===== src/rtl/spi_pkg.sv =====
// Shared types and sizing helpers for the multi-mode SPI master.
// Optional build macro SPI_LSB_FIRST_EN is consumed by spi_master_mc.
package spi_pkg;

  typedef enum logic [2:0] {
    IDLE,
    SETUP,
    XFER,
    HOLD,
    DONE
  } spi_state_e;

  typedef struct packed {
    logic cpol;
    logic cpha;
  } spi_mode_t;

  function automatic int unsigned cs_width(input int unsigned num_cs);
    return (num_cs > 1) ? $clog2(num_cs) : 1;
  endfunction

  // Edge counter must hold 0 .. 2*DATA_W-1.
  function automatic int unsigned edge_width(input int unsigned data_w);
    return $clog2(2 * data_w);
  endfunction

endpackage


===== src/rtl/spi_sclk_gen.sv =====
// SCLK timing engine: half-period counter plus edge counter, running only while enabled.
// Emits one-cycle leading/trailing edge strobes and the index of the current edge.
module spi_sclk_gen
  import spi_pkg::*;
#(
  parameter int unsigned DATA_W    = 8,
  parameter int unsigned CLK_DIV_W = 8,
  localparam int unsigned EDGE_W   = edge_width(DATA_W)
) (
  input  logic                 clk,
  input  logic                 rst_n,
  input  logic                 i_en,
  input  logic [CLK_DIV_W-1:0] i_clk_div,
  output logic                 o_lead_stb,
  output logic                 o_trail_stb,
  output logic [EDGE_W-1:0]    o_edge_cnt
);

  logic [CLK_DIV_W-1:0] r_cnt;
  logic [EDGE_W-1:0]    r_edge;
  logic                 w_tick;

  assign w_tick = i_en && (r_cnt == i_clk_div);

  always_ff @(posedge clk or negedge rst_n) begin
    if (!rst_n) begin
      r_cnt  <= '0;
      r_edge <= '0;
    end else if (!i_en) begin
      r_cnt  <= '0;
      r_edge <= '0;
    end else if (w_tick) begin
      r_cnt  <= '0;
      r_edge <= r_edge + EDGE_W'(1);
    end else begin
      r_cnt  <= r_cnt + CLK_DIV_W'(1);
    end
  end

  // Even-numbered edges leave the idle level, odd-numbered edges return to it.
  assign o_lead_stb  = w_tick & ~r_edge[0];
  assign o_trail_stb = w_tick & r_edge[0];
  assign o_edge_cnt  = r_edge;

endmodule


===== src/rtl/spi_master_mc.sv =====
// SPI master with per-transfer CPOL/CPHA, SCLK divider and one-hot chip selects.
// Define SPI_LSB_FIRST_EN to add the i_lsb_first port; otherwise transfers are MSB-first.
module spi_master_mc
  import spi_pkg::*;
#(
  parameter int unsigned DATA_W    = 8,
  parameter int unsigned NUM_CS    = 4,
  parameter int unsigned CLK_DIV_W = 8,
  localparam int unsigned CS_W     = cs_width(NUM_CS)
) (
  input  logic                 clk,
  input  logic                 rst_n,
  input  logic                 i_start,
  input  logic [DATA_W-1:0]    i_tx_data,
  input  logic [CS_W-1:0]      i_cs_sel,
  input  logic                 i_cpol,
  input  logic                 i_cpha,
  input  logic [CLK_DIV_W-1:0] i_clk_div,
`ifdef SPI_LSB_FIRST_EN
  input  logic                 i_lsb_first,
`endif
  output logic [DATA_W-1:0]    o_rx_data,
  output logic                 o_busy,
  output logic                 o_done,
  output logic                 o_sclk,
  output logic                 o_mosi,
  input  logic                 i_miso,
  output logic [NUM_CS-1:0]    o_cs_n
);

  localparam int unsigned EDGE_W = edge_width(DATA_W);

  spi_state_e           r_state, w_state_d;
  spi_mode_t            r_mode;
  logic [CS_W-1:0]      r_cs_sel;
  logic [CLK_DIV_W-1:0] r_clk_div;
  logic [CLK_DIV_W-1:0] r_wait;
  logic [DATA_W-1:0]    r_tx_sh;
  logic [DATA_W-1:0]    r_rx_sh;
  logic [DATA_W-1:0]    r_rx_data;
  logic                 r_mosi;
  logic                 r_sclk;

  logic                 w_accept;
  logic                 w_busy;
  logic                 w_phase_end;
  logic                 w_lead, w_trail, w_tick, w_last;
  logic                 w_sample, w_shift;
  logic                 w_lsb_in, w_lsb;
  logic [EDGE_W-1:0]    w_edge_cnt;
  logic [NUM_CS-1:0]    w_cs_n;

  function automatic logic first_bit(input logic [DATA_W-1:0] w, input logic lsb);
    return lsb ? w[0] : w[DATA_W-1];
  endfunction

  function automatic logic [DATA_W-1:0] shift_out(input logic [DATA_W-1:0] w, input logic lsb);
    return lsb ? (w >> 1) : (w << 1);
  endfunction

`ifdef SPI_LSB_FIRST_EN
  logic r_lsb;

  always_ff @(posedge clk or negedge rst_n) begin
    if (!rst_n) begin
      r_lsb <= 1'b0;
    end else if (w_accept) begin
      r_lsb <= i_lsb_first;
    end
  end

  assign w_lsb_in = i_lsb_first;
  assign w_lsb    = r_lsb;
`else
  assign w_lsb_in = 1'b0;
  assign w_lsb    = 1'b0;
`endif

  assign w_busy      = (r_state == SETUP) || (r_state == XFER) || (r_state == HOLD);
  assign w_accept    = i_start && ((r_state == IDLE) || (r_state == DONE));
  assign w_phase_end = (r_wait == r_clk_div);

  spi_sclk_gen #(
    .DATA_W    (DATA_W),
    .CLK_DIV_W (CLK_DIV_W)
  ) u_sclk_gen (
    .clk         (clk),
    .rst_n       (rst_n),
    .i_en        (r_state == XFER),
    .i_clk_div   (r_clk_div),
    .o_lead_stb  (w_lead),
    .o_trail_stb (w_trail),
    .o_edge_cnt  (w_edge_cnt)
  );

  assign w_tick = w_lead | w_trail;
  assign w_last = w_tick && (w_edge_cnt == EDGE_W'(2 * DATA_W - 1));

  // CPHA=0 presents bit 0 before the first edge, so the final trailing edge has nothing to shift.
  assign w_sample = r_mode.cpha ? w_trail : w_lead;
  assign w_shift  = r_mode.cpha ? w_lead : (w_trail & ~w_last);

  always_ff @(posedge clk or negedge rst_n) begin
    if (!rst_n) begin
      r_state <= IDLE;
    end else begin
      r_state <= w_state_d;
    end
  end

  always_comb begin
    w_state_d = r_state;
    unique case (r_state)
      IDLE:    if (i_start) w_state_d = SETUP;
      SETUP:   if (w_phase_end) w_state_d = XFER;
      XFER:    if (w_last) w_state_d = HOLD;
      HOLD:    if (w_phase_end) w_state_d = DONE;
      DONE:    w_state_d = i_start ? SETUP : IDLE;
      default: w_state_d = IDLE;
    endcase
  end

  always_ff @(posedge clk or negedge rst_n) begin
    if (!rst_n) begin
      r_wait <= '0;
    end else if (((r_state == SETUP) || (r_state == HOLD)) && !w_phase_end) begin
      r_wait <= r_wait + CLK_DIV_W'(1);
    end else begin
      r_wait <= '0;
    end
  end

  always_ff @(posedge clk or negedge rst_n) begin
    if (!rst_n) begin
      r_mode    <= '0;
      r_cs_sel  <= '0;
      r_clk_div <= '0;
    end else if (w_accept) begin
      r_mode    <= '{cpol: i_cpol, cpha: i_cpha};
      r_cs_sel  <= i_cs_sel;
      r_clk_div <= i_clk_div;
    end
  end

  // SCLK parks at the latched CPOL; an even number of toggles brings it back there.
  always_ff @(posedge clk or negedge rst_n) begin
    if (!rst_n) begin
      r_sclk <= 1'b0;
    end else if (w_accept) begin
      r_sclk <= i_cpol;
    end else if (w_tick) begin
      r_sclk <= ~r_sclk;
    end
  end

  always_ff @(posedge clk or negedge rst_n) begin
    if (!rst_n) begin
      r_tx_sh <= '0;
      r_mosi  <= 1'b0;
    end else if (w_accept) begin
      if (i_cpha) begin
        r_tx_sh <= i_tx_data;
      end else begin
        r_mosi  <= first_bit(i_tx_data, w_lsb_in);
        r_tx_sh <= shift_out(i_tx_data, w_lsb_in);
      end
    end else if (w_shift) begin
      r_mosi  <= first_bit(r_tx_sh, w_lsb);
      r_tx_sh <= shift_out(r_tx_sh, w_lsb);
    end
  end

  // LSB-first enters at the top and walks down, so the first bit ends in bit 0.
  always_ff @(posedge clk or negedge rst_n) begin
    if (!rst_n) begin
      r_rx_sh <= '0;
    end else if (w_accept) begin
      r_rx_sh <= '0;
    end else if (w_sample) begin
      r_rx_sh <= w_lsb ? {i_miso, r_rx_sh[DATA_W-1:1]} : {r_rx_sh[DATA_W-2:0], i_miso};
    end
  end

  always_ff @(posedge clk or negedge rst_n) begin
    if (!rst_n) begin
      r_rx_data <= '0;
    end else if ((r_state == HOLD) && w_phase_end) begin
      r_rx_data <= r_rx_sh;
    end
  end

  // Out-of-range selects match no index and leave every chip select high.
  always_comb begin
    w_cs_n = '1;
    if (w_busy) begin
      for (int i = 0; i < int'(NUM_CS); i++) begin
        if (int'(r_cs_sel) == i) w_cs_n[i] = 1'b0;
      end
    end
  end

  assign o_busy    = w_busy;
  assign o_done    = (r_state == DONE);
  assign o_sclk    = r_sclk;
  assign o_mosi    = r_mosi;
  assign o_cs_n    = w_cs_n;
  assign o_rx_data = r_rx_data;

endmodule

===== config.mk =====
export PLATFORM = sky130hd
export DESIGN_NAME = spi_master_mc
export DESIGN_NICKNAME = d
export VERILOG_FILES = /design/src/rtl/spi_pkg.sv /design/src/rtl/spi_sclk_gen.sv /design/src/rtl/spi_master_mc.sv
export SDC_FILE = /design/constraint.sdc
export NUM_CORES = 1
export LEC_CHECK = 0
export BUFFER_PORTS_ARGS = -buffer_cell sky130_fd_sc_hd__buf_2
export CAP_MARGIN = 20
export CORE_ASPECT_RATIO = 0.75
export CORE_MARGIN = 10
export CORE_UTILIZATION = 51
export CTS_CLUSTER_SIZE = 25
export DETAILED_ROUTE_END_ITERATION = 8
export PLACE_DENSITY = 0.82
export SYNTH_ARGS = -nofsm -noshare
export SYNTH_HDL_FRONTEND = slang
export SYNTH_HIERARCHICAL = 1
export SYNTH_SLANG_ARGS = --single-unit

===== constraint.sdc =====
create_clock -name clk -period 2.1 [get_ports clk]
set_input_delay 0.21 -clock clk [delete_from_list [all_inputs] [get_ports clk]]
set_output_delay 0.21 -clock clk [all_outputs]
set_load 0.01 [all_outputs]

Word-level counts from Yosys, hierarchy flattened

Cells that the tools add are included.

Output and inout bits: 16
Word-level logic and storage cells: 83
Register bits: 60

Equal/unequal tests: 16
$add $sub $neg: 3
Reduce and logical (&&, ||, !) cells: 17
Bitwise logic cells: 7
Muxes and demuxes: 28

Operator list:

| operator              | number |
|---|---|
| $mux W8               | 8 |
| $add A8 B1 Y8 const B | 2 |
| $eq A8 B8 Y1          | 2 |
| $pmux W3 S5           | 1 |
| $mux W1               | 12 |
| $mux W3               | 4 |
| $mux W4               | 3 |
| $ne A2 B2 Y1 const B  | 6 |
| $eq A3 B2 Y1 const B  | 2 |
| $reduce_bool A2 Y1    | 3 |
| $logic_and A1 B1 Y1   | 5 |
| $add A4 B1 Y4 const B | 1 |
| $eq A2 B2 Y1 const B  | 2 |
| $eq A4 B4 Y1 const B  | 1 |
| $logic_or A1 B1 Y1    | 4 |
| $reduce_and A4 Y1     | 1 |
| $and A1 B1 Y1         | 3 |
| $eq A3 B1 Y1 const B  | 1 |
| $eq A3 B3 Y1 const B  | 1 |
| $logic_not A3 Y1      | 1 |
| $not A1 Y1            | 3 |
| $eq A2 B1 Y1 const B  | 1 |
| $logic_not A2 Y1      | 1 |
| $reduce_and A2 Y1     | 1 |
| other kinds (2)       | 2 |

Longest topological paths before layout

Gate-level depths: netlist (run 1).

Depth after elaboration: 10
Gate-level depth with buffers: 9

By module

Netlist (run 1), hierarchy kept.

Modules (own cells, without submodules):

| module        | seq. area each (um2) | instances | area each (um2) | cells an instance |
|---|---|---|---|---|
| spi_master_mc | 1,201.2              | 1         | 2,212.1         | 199 |
| spi_sclk_gen  | 300.3                | 1         | 650.6           | 68 |

Least setup slack after synthesis (run 1)

No wires, ideal clock.

Path kind: register -> register
Start point: reg r_state[2]
End point: reg r_tx_sh[1]
Setup slack: -0.073 ns
Data arrival time: 2.030 ns
Path buffers: 1
Stages on the path, launching flop included: 9
Path through: dfrtp_1 or2b_1 nor2_1 inv_1 nor4_1 a311oi_2 clkbuf_1 nand2_1 o21ai_0

Longest elaborated chain between the ends: 9
Elaborated cells between the ends (all ways): 15
Classes of those cells: eq/ne (2); mux (2); bitwise (5); reduce/logical (6)

RTL lines:

| element                          | RTL line             | text |
|---|---|---|
| from (decl)                      | spi_master_mc.sv:33  | `spi_state_e r_state, w_state_d;` |
| from (signal assigned)           | spi_master_mc.sv:107 | `r_state <= w_state_d;` |
| $eq A3 B2 Y1 (*)                 | spi_master_mc.sv:89  | `.i_en (r_state == XFER),` |
| $logic_and A1 B1 Y1 (*)          | spi_sclk_gen.sv:23   | `assign w_tick = i_en && (r_cnt == i_clk_div);` |
| $and A1 B1 Y1 (*)                | spi_sclk_gen.sv:42   | `assign o_trail_stb = w_tick & r_edge[0];` |
| net w_trail                      | spi_master_mc.sv:47  | `logic w_lead, w_trail, w_tick, w_last;` |
| $or A1 B1 Y1                     | spi_master_mc.sv:96  | `assign w_tick = w_lead \| w_trail;` |
| $logic_and A1 B1 Y1              | spi_master_mc.sv:97  | `assign w_last = w_tick && (w_edge_cnt == EDGE_W'(2 * DATA_W - 1));` |
| $not A1 Y1                       | spi_master_mc.sv:101 | `assign w_shift = r_mode.cpha ? w_lead : (w_trail & ~w_last);` |
| $and A1 B1 Y1 (*)                | spi_master_mc.sv:101 |  |
| $mux W1 (*)                      | spi_master_mc.sv:101 |  |
| $reduce_bool A2 Y1 (no line) (*) | --                   |  |
| to (signal assigned)             | spi_master_mc.sv:162 | `r_tx_sh <= i_tx_data;` |
| to (signal assigned)             | spi_master_mc.sv:165 | `r_tx_sh <= shift_out(i_tx_data, w_lsb_in);` |
| to (signal assigned)             | spi_master_mc.sv:169 | `r_tx_sh <= shift_out(r_tx_sh, w_lsb);` |
| to (decl)                        | spi_master_mc.sv:38  | `logic [DATA_W-1:0] r_tx_sh;` |

The timed path passes the listed nets; every way through them passes the cells marked *.
A chain may end at the register's enable or synchronous reset.

Final worst setup path (run 1)

Start point: reg r_state[2]
End point: reg r_mosi, in the netlist o_mosi

Longest elaborated chain between the ends: 10
Elaborated cells between the ends (all ways): 17
Classes of those cells: eq/ne (3); mux (2); bitwise (5); reduce/logical (7)

RTL lines:

| element                          | RTL line             | text |
|---|---|---|
| $eq A3 B2 Y1 (*)                 | spi_master_mc.sv:89  |  |
| $logic_and A1 B1 Y1 (*)          | spi_sclk_gen.sv:23   |  |
| $and A1 B1 Y1 (*)                | spi_sclk_gen.sv:41   | `assign o_lead_stb = w_tick & ~r_edge[0];` |
| net w_lead                       | spi_master_mc.sv:47  |  |
| $or A1 B1 Y1                     | spi_master_mc.sv:96  |  |
| $logic_and A1 B1 Y1              | spi_master_mc.sv:97  |  |
| $not A1 Y1                       | spi_master_mc.sv:101 |  |
| $and A1 B1 Y1                    | spi_master_mc.sv:101 |  |
| $mux W1 (*)                      | spi_master_mc.sv:101 |  |
| $reduce_bool A2 Y1 (no line) (*) | --                   |  |
| $reduce_and A2 Y1 (no line) (*)  | --                   |  |
| to (signal assigned)             | spi_master_mc.sv:164 | `r_mosi <= first_bit(i_tx_data, w_lsb_in);` |
| to (signal assigned)             | spi_master_mc.sv:168 | `r_mosi <= first_bit(r_tx_sh, w_lsb);` |
| to (decl)                        | spi_master_mc.sv:41  | `logic r_mosi;` |

Marked as above.

==> results.md, run 1 <==
Route:
- The vias after detailed routing is 2,185.
- In the final routed layout, each cell accounts on average for ~15 um.
- The DRC marker count from the first detailed-route iteration is 106.
- For this block, the routed nets add up to roughly 6.3 mm of wire.
- The first TritonRoute pass finished after 4 iterations.
- The count of nets left with antenna violations once routing finished came out at 0.
- Using the TritonRoute via totals, the vias-per-cell ratio works out to 5.28.
- In the routed design, unresolved DRC markers number 0.

Synth:
- Yosys mapped a number of flops with a built-in enable equal to 0.
- The mapped cell area is 2860 sq um.
- Summing the areas of all xor and xnor instances in the mapped netlist gives 8.87% of the synthesized area.
- After synthesis, the share of cell area in mux cells is around an eighth.
- By area, the combinational part of the netlist is dominated by simple AND/OR/NAND/NOR gates.
- Synthesis instantiated 31 different standard cells from the library.
- The basic-gate share of the synthesized area counting and, or, nand and nor cells is 14.7%.
- By area the synthesized netlist is led by sky130_fd_sc_hd__dfrtp_1, sky130_fd_sc_hd__mux2_2, sky130_fd_sc_hd__xnor2_1, sky130_fd_sc_hd__mux2i_1, sky130_fd_sc_hd__nor2_1.
- The area share of the leading cell type in the synthesized netlist is 52.4%.
- By count the netlist is led by sky130_fd_sc_hd__dfrtp_1, sky130_fd_sc_hd__nor2_1, sky130_fd_sc_hd__nand2_1.
- The synthesized netlist cell count is 267.
- After synthesis, the share of flip-flops with an asynchronous set or reset is 100%.
- Summing the areas of all compound-gate instances in the mapped netlist gives 6.86% of the synthesized area.
- The proportion of synthesized chip area in sequential cells is between 50% and 60%.
- The primary flip-flop cell chosen by synthesis mapping is sky130_fd_sc_hd__dfrtp_1.
- Yosys printed 6 warnings.
- Synthesis inferred 60 register bits.
- The library cell with the largest summed area after synthesis is sky130_fd_sc_hd__dfrtp_1.
- The most repeated cell in the gate-level netlist after synthesis is sky130_fd_sc_hd__dfrtp_1.
- Each instance of the synthesized netlist takes up on average roughly 11 sq um.
- The synthesized netlist devotes approximately 1.3% of its cell area to adder and majority cells.
- The number of nets handed over by synthesis was roughly 290.

CTS:
- TritonCTS built the clock tree.
- The clock-pin transition on the worst setup and hold timing paths is approximately 70 ps.
- The number of clock sinks is 60.
- No sink is reached through more buffers than the 2 on the longest clock path.
- The maximum level of the CTS H-tree is 3.
- The later pin in the worst-skew pair is clocked with a latency of 340 ps.
- In this run the clock root is driven by a sky130_fd_sc_hd__clkbuf_8.
- The total clock buffers created by CTS is 9.

Floorplanning:
- The floorplan has 23 rows.
- The width of the die is 107 um.
- The die extent in y is 84.9 um.
- The die covers 9040 sq um.
- The standard cell core area is 5380 sq um.
- The number of ports placed on the die boundary is 40.
- The initial utilization of the core area, before any placement, comes to 53.2%.

Power and ir drop:
- Dividing total power by cell area gives a power density of 1160 nW/um^2.
- Across the VDD grid, the largest voltage drop is around 0.65 mV.
- The leakage power is 1.73 nW.
- Overall power consumption after layout is estimated at 0.00418 W.

Worst setup path:
- The critical path in this run is classified as flip-flop to flip-flop.
- Of all nets on the critical path, the largest fanout is 16.
- At the worst endpoint, the required time is roughly 2400 ps.
- The data arrival time of the worst path is 2280 ps.
- The kind of launch point of the worst setup path is a flip-flop.
- The worst stage delay on the critical path is 380 ps.
- Walking the worst path, the cells encountered are or2b_1 -> nor2_1 -> inv_1 -> nor4_4 -> and2_1 -> a311oi_4 -> buf_12 -> a21oi_1 -> o22a_1.
- The highest-delay cell along the critical path is sky130_fd_sc_hd__dfrtp_1.
- STA classifies the critical path endpoint as a flip-flop.

Finish:
- 0 antenna diodes ended up in the layout.
- The area growth from synthesis to layout is 26.3%.
- The final-stage net count is 361.
- The fraction of the core area covered by cells at the end of the flow is 67.2%.
- In the final layout, the share of cells above drive strength 1 is 31.0%.

Timing:
- In this run the tightest slew margin relative to its limit is 52.9%.
- Of the available clock period, the critical path in the final layout requires a little over nine tenths.
- The count of final setup violators is 0.
- The maximum clock rate is approximately 500 MHz.
- The worst hold slack is 86.1 ps.
- The count of pins over their slew limit is 0.
- The number of endpoints with negative hold slack in the final report came to 0.
- The worst path needs 2000 ps of the cycle, external delays included.
- The total negative slack is 0 ps.
- Setup repair after global routing could not meet its margin everywhere.
- The pin slew with the least headroom to its limit is 706 ps.
- The clock arrives with 6.49 ps of skew.
- Setup slack on the critical path of the routed design comes to 101 ps.

Placed design:
- The final estimated routing congestion in global placement is 0.864.
- The count of buffers added on input and output ports is 39.
- Detailed placement ended at an HPWL of 4.50 mm.
- Prior to clock tree synthesis, the placed netlist has a worst setup slack of -57.5 ps.

Outcome:
- The flow ran to the end, and the final reports show no timing, DRC or antenna violations.

Run:
- The number of max-capacitance violations reported is 0.

Global routing:
- The overflow left after global routing is 0.
- In the global route stage, overall resource usage came out at 14.6%.
- The first global-routing pass estimated 10.6 mm of wire.
- Entering global routing, the biggest net connects 32 pins.
- The initial antenna violation count is 0.
- The via count of the first global-routing pass was 2,279.

Worst hold path:
- The tightest min-delay check is of the input pin to flip-flop type.
==> critical path, delay by kind of cell, from the launching register on <==
family / cells / cell delay [ps]
AO/OA/AOI/OAI: 3 / 370
buffers and inverters: 2 / 310
flip-flops: 1 / 380
AND/OR/NAND/NOR: 4 / 880
==> registers in the layout, summed over array words and instances, names as in the netlist <==
name                   flops
r_cs_sel                   2
r_state                    3
o_rx_data                  8
o_mosi                     1
r_mode                     1
r_rx_sh                    8
u_sclk_gen/r_cnt           8
r_clk_div                  8
u_sclk_gen/o_edge_cnt      4
r_wait                     8
r_tx_sh                    8
o_sclk                     1
==> layout by cell type, fill, tap and decap left out, drive strengths merged <==
cell type,instances
nor3b,1
mux2i,16
nor3,2
nand2,20
dfrtp,60
o21ai,21
dlygate4sd3,1
a32o,1
nor2,34
o21bai,1
inv,11
mux2,19
bufinv,2
or4,2
nand3,9
or2b,1
or3,3
o31ai,2
nor4,3
xnor2,19
ha,3
clkinv,4
a21oi,7
o22a,1
clkbuf,9
and2,2
nand4,6
and3,5
xor2,10
a311oi,1
buf,63
==> repair_timing <==
action / in CTS / in global routing
buffers inserted: 0 / 3
hold buffers: 1 / 0
pin swaps: 0 / 4
resized for setup: 5 / 1
setup endpoints to repair: 9 / 12
cloned: 0 / 0
hold endpoints to repair: 30 / 0
==> cell families after synthesis <==
group	Yosys count
multiplexers	35
AO/OA/AOI/OAI	34
adder cells (fa/ha/maj)	3
flip-flops	60
XOR/XNOR	29
buffers and inverters	18
AND/OR/NAND/NOR	88
==> final timing paths <==
check                                  startpoint                endpoint  slack, ps  depth (start not counted)
max                        r_state[2]$_DFFE_PN0P_      o_mosi$_DFFE_PN0P_        100                          9
min                                        i_cpol      o_sclk$_DFFE_PN0P_         90                          3
max reg2reg                r_state[2]$_DFFE_PN0P_      o_mosi$_DFFE_PN0P_        100                          9
min reg2reg                r_tx_sh[4]$_DFFE_PN0P_  r_tx_sh[4]$_DFFE_PN0P_        480                          2
max in group asynchronous                   rst_n     r_wait[7]$_DFF_PN0_       1030                          3
min in group asynchronous                   rst_n  r_rx_sh[3]$_DFFE_PN0P_        470                          2
==> metrics by stage <==
stage,instance area [sq um],instances
after floorplan,2870,267
after detailed placement,3300,394
after CTS,3570,411
after global placement,3300,394
after global routing,3610,414
final,3610,414
==> per-layer routing <==
metal	wire (um)	up-vias	share of wire, %	track usage (%)
met5	0	-	0	0
met4	118	0	1.9	6.63
met3	279	9	4.4	4.38
met2	3180	42	51	24.4
met1	2700	1072	43	16.9
li1	-	1062	-	-
==> layout make-up <==
type | count | area [sq um]
Clock buffer | 9 | 124
Multi-Input combinational cell | 189 | 1350
Inverter | 10 | 37.5
Fill cell | 389 | 1770
Timing Repair Buffer | 64 | 410
Tap cell | 75 | 93.8
Sequential cell | 60 | 1500
Clock inverter | 7 | 100
==> report_power, final <==
part / internal (W) / switching [W]
clock: 0.000675 / 0.000489
combinational: 0.000667 / 0.000687
sequential: 0.00142 / 0.000240
total: 0.00276 / 0.00142
Note: power is estimated with default switching activity, not from simulation.
==> run 2, diff against run 1 <==
Settings changed: SYNTH_HIERARCHICAL 1 to unset.
==> run 2 against run 1 <==
Compared with the run above:
- sequential share of layout area up 2.7 points
- critical path type unchanged
- utilization fell by 4.1 points
- highest routed layer unchanged
- synthesized cell count down 1.1%
==> results.md, run 2 <==
Outcome:
- The flow ran to the end, and the final reports show no timing, DRC or antenna violations.

Synth:
- The multiplexer area fraction after synthesis is 10.3% (-2.9 points).
- The area share of the leading cell type in the synthesized netlist is 52.8% (+0.35 points).
- The async set-or-reset flop fraction in the synthesized netlist was 100% (unchanged).
- The largest family of logic cells by synthesized area is simple AND/OR/NAND/NOR gates.
- The count of flip-flops with a built-in enable after synthesis is 0 (unchanged).
- The adder-cell area share of the yosys netlist came to 1.32% (+0.0087 points).
- The basic-gate share of the synthesized area counting and, or, nand and nor cells came to 17.8% (+3.0 points).
- The mapped cell area is 2840 sq um (-0.66%).
- Summed over all instances, the cell type with the most area after synthesis is sky130_fd_sc_hd__dfrtp_1.
- The per-instance average area after synthesis is 10.8 sq um (+0.47%).
- The post-synthesis net count is 291 (-1.0%).
- By area the synthesized netlist is led by sky130_fd_sc_hd__dfrtp_1, sky130_fd_sc_hd__mux2_1, sky130_fd_sc_hd__xnor2_1, sky130_fd_sc_hd__xor2_1, sky130_fd_sc_hd__nor2_1.
- The count of different cell masters after synthesis came to 35 (+13%).
- The count of warnings emitted by yosys is 0 (-6).
- The xor/xnor cell area share of the yosys netlist is 9.85% (+0.98 points).
- Counting instances in the post-synthesis netlist gives the leading cell types as sky130_fd_sc_hd__dfrtp_1, sky130_fd_sc_hd__nor2_1, sky130_fd_sc_hd__nand2_1.
- The proportion of synthesized chip area in sequential cells is 52.8% (+0.35 points).
- The synthesized-area fraction occupied by ao, oa, aoi and oai cells is 6.25% (-0.61 points).
- The synthesized flop and latch total is 60 (unchanged).
- The synthesized netlist cell count came to 264 (-1.1%).
- By instance count, the leading cell after synthesis is sky130_fd_sc_hd__dfrtp_1.
- In the synthesized netlist the dominant register cell turns out to be sky130_fd_sc_hd__dfrtp_1.

Route:
- The final routed DRC violation total is 0 (unchanged).
- The via density per instance is 5.35 (+1.4%).
- The DRC marker count from the first detailed-route iteration came to 125 (+18%).
- The first-pass detailed-route iteration total is 6 (+2).
- The count of nets left with antenna violations after detail routing is 0 (unchanged).
- The vias after detailed routing is 2,125 (-2.7%).
- The final wirelength is 5.85 mm (-6.7%).
- The average detailed-routed wire length per instance is 14.7 um (-2.7%).

Worst hold path:
- The kind of path behind the tightest hold check is input pin to flip-flop.
- The endpoint of the worst hold path is r_rx_sh[0]$_DFFE_PN0P_.
- The worst min-delay path startpoint is i_miso.
- The count of cells along the worst hold path was 3 (unchanged).

Global routing:
- The initial antenna violation count is 0 (unchanged).
- The wire length of the first global-routing pass is 10.1 mm (-4.4%).
- The met1 usage in global routing came to 18.4% (+1.5 points).
- The met3 track demand over resource is 6.87% (+2.5 points).
- The total global-route track usage is 14.0% (-0.54 points).
- The largest net degree at the start of global routing is 22 (-31%).
- The global routing usage on met2 is 19.1% (-5.3 points).
- The overflow left after global routing is 0 (unchanged).
- The via count of the first global-routing pass is 2,134 (-6.4%).
- The layer flagged by global routing as most heavily used is met2.

Worst setup path:
- The startpoint identified for the worst register-to-register timing path is u_sclk_gen.r_cnt[5]$_DFF_PN0_.
- The depth of the most critical reg-to-reg path is 6 (-3).
- STA classifies the critical path endpoint as a flip-flop.
- The required time at the worst-slack endpoint is 2360 ps (-20 ps).
- The largest driver fanout on the critical path is 10 (-6).
- The kind of launch point of the worst setup path is a flip-flop.
- The kind of critical path is flip-flop to flip-flop.
- The worst reg-to-reg setup slack is 80 ps (-20 ps).
- The reg-to-reg critical path endpoint is r_tx_sh[1]$_DFFE_PN0P_.
- The data arrival time of the worst path is 2280 ps (about the same).

Floorplanning:
- The standard cell core area came to 5380 sq um (unchanged).
- The number of rows in the core area is 23 (unchanged).
- The width of the die is 106 um (-0.27%).
- The die extent in y is 84.7 um (-0.25%).
- The starting density of the core is 52.8% (-0.35 points).
- The overall die area was 8990 sq um (-0.52%).
- The number of ports placed on the die boundary was 40 (unchanged).

Timing:
- The count of pins over their slew limit was 0 (unchanged).
- Setup repair after global routing left no endpoint under its margin.
- The pin slew with the least headroom to its limit is 505 ps (-201 ps).
- The maximum clock rate is 495 MHz (-1.0%).
- The clock tree skew after final layout is 7.21 ps (+0.713 ps).
- The count of final setup violators is 0 (unchanged).
- The total negative slack is 0 ps (unchanged).
- The max-slew headroom at the worst pin was 66.2% (+13 points).
- The final critical path time including I/O delays and setup is 2020 ps (+21.0 ps).
- The share of the cycle needed by the critical path after routing came to 96.2% (+1.0 points).
- The number of endpoints with negative hold slack in the final report was 0 (unchanged).

Placed design:
- The quantity of I/O buffers inserted on ports is 39 (unchanged).
- The HPWL after detailed placement came to 4.30 mm (-4.3%).
- The final estimated routing congestion in global placement is 0.822 (-4.9%).
- The number of placed instances with taps included is 376 (-4.6%).

CTS:
- The clock-pin transition on the worst setup and hold timing paths is 70 ps (about the same).
- TritonCTS built the clock tree.
- The maximum clock path buffer count is 2 (unchanged).
- The root buffer cell is sky130_fd_sc_hd__clkbuf_8.
- The total clock buffers created by CTS is 9 (unchanged).
- The clock latency on the worst-skew pair is 340 ps (about the same).
- The maximum level of the CTS H-tree is 3 (unchanged).
- The number of clock sinks is 60 (unchanged).

Finish:
- From synthesis to final layout, the design area changed by 19.4%.
- The fraction of the core area covered by cells at the end of the flow is 63.1% (-4.1 points).
- The number of cells in the finished layout apart from fillers came to 397 (-4.1%).
- The proportion of layout cells with a drive suffix above 1 is 22.4% (-8.6 points).
- The number of inserted diodes is 0 (unchanged).
- Leaving out fill and tap cells, the most frequent cells in the layout are sky130_fd_sc_hd__dfrtp_1, sky130_fd_sc_hd__buf_2, sky130_fd_sc_hd__nor2_1.
- The commonest non-fill, non-tap cell in the layout is sky130_fd_sc_hd__dfrtp_1.
- The final-stage net count is 344 (-4.7%).
- The number of inserted filler cells in the final layout is 448 (+15%).

Power and ir drop:
- The total power per unit cell area was 1220 nW/um^2 (+5.9%).
- The worst ir drop on vdd is 0.642 mV (-1.7%).
- The leakage power is 1.56 nW (-9.6%).

Run:
- The number of max-capacitance violations reported is 0 (unchanged).
[run 2: changes by cell type after synthesis, sizes merged, moves of 4 or more]
cell / change
inv: -8
nor2: -9
nand3: +7
mux2i: -8
a211oi: +7
o21ai: -10
nor2b: +9
nand2: +4
[run 2: how the worst max path moves through the flow]
stage	start	to	slack [ps]	cells past startpoint
2_1_floorplan	u_sclk_gen.r_cnt[5]$_DFF_PN0_	r_tx_sh[1]$_DFFE_PN0P_	330	6
3_3_place_gp	u_sclk_gen.r_cnt[5]$_DFF_PN0_	r_tx_sh[6]$_DFFE_PN0P_	210	6
3_5_place_dp	u_sclk_gen.r_cnt[2]$_DFF_PN0_	r_tx_sh[1]$_DFFE_PN0P_	80	6
4_1_cts	u_sclk_gen.r_cnt[2]$_DFF_PN0_	r_tx_sh[1]$_DFFE_PN0P_	80	6
5_1_grt	r_clk_div[0]$_DFFE_PN0P_	o_rx_data[0]$_DFFE_PN0P_	4	5
6_report	u_sclk_gen.r_cnt[5]$_DFF_PN0_	r_tx_sh[1]$_DFFE_PN0P_	80	6
[run 2: cell families after synthesis]
| family | after synthesis |
|---|---|
| flops | 60 |
| xor+xnor | 32 |
| buf+inv | 11 |
| compound gates | 30 |
| fa+ha+maj | 3 |
| mux | 27 |
| simple gates | 101 |
[run 2: cell type report]
cell class / count / area (sq um) / share of cell area (%)
Multi-Input combinational cell: 193 / 1300 / 38.4
Timing Repair Buffer: 51 / 288 / 8.47
Sequential cell: 60 / 1500 / 44.2
Clock inverter: 4 / 47.5 / 1.40
Inverter: 2 / 7.51 / 0.221
Tap cell: 75 / 93.8 / 2.76
Clock buffer: 12 / 155 / 4.57
[run 2: metal layers]
metal	share of wire, %	vias up
met4	1.8	0
met1	46	1018
met5	0	-
met2	45	77
met3	7.9	8
li1	-	1022
[run 2: timing repair]
| action | in CTS | in global routing |
|---|---|---|
| endpoints found under the setup margin | 0 | 3 |
| hold endpoints to repair | 19 | 0 |
| setup buffers | 0 | 4 |
| gates resized for setup | 0 | 1 |
| hold buffers | 1 | 0 |
[run 2: metrics by stage]
step	hold WS, ps	power (W)	cell area [sq um]	worst slack [ps]
final	69.1	0.00416	3400	79.9
after global routing	73.4	0.00448	3400	3.79
after CTS	56.4	0.00413	3360	78.3
after detailed placement	179	0.00306	3150	84.8
after global placement	178	0.00299	3150	211
after floorplan	-85.6	0.00266	2840	333
[run 2: critical path: stages, from the launching register on]
cell and delay, ps:
sky130_fd_sc_hd__dfrtp_1 430, sky130_fd_sc_hd__xnor2_1 220, sky130_fd_sc_hd__nand4_1 190, sky130_fd_sc_hd__or4_1 560, sky130_fd_sc_hd__buf_4 210, sky130_fd_sc_hd__mux2i_1 140
sky130_fd_sc_hd__a21oi_1 200
[run 2: where the power goes]
| group | switching, W | leakage (nW) | internal [W] | total [W] |
|---|---|---|---|---|
| Combinational | 0.000569 | 0.702 | 0.000627 | 0.00120 |
| Sequential | 0.000364 | 0.759 | 0.00155 | 0.00191 |
| Clock | 0.000442 | 0.102 | 0.000608 | 0.00105 |
| Total | 0.00137 | 1.56 | 0.00278 | 0.00416 |
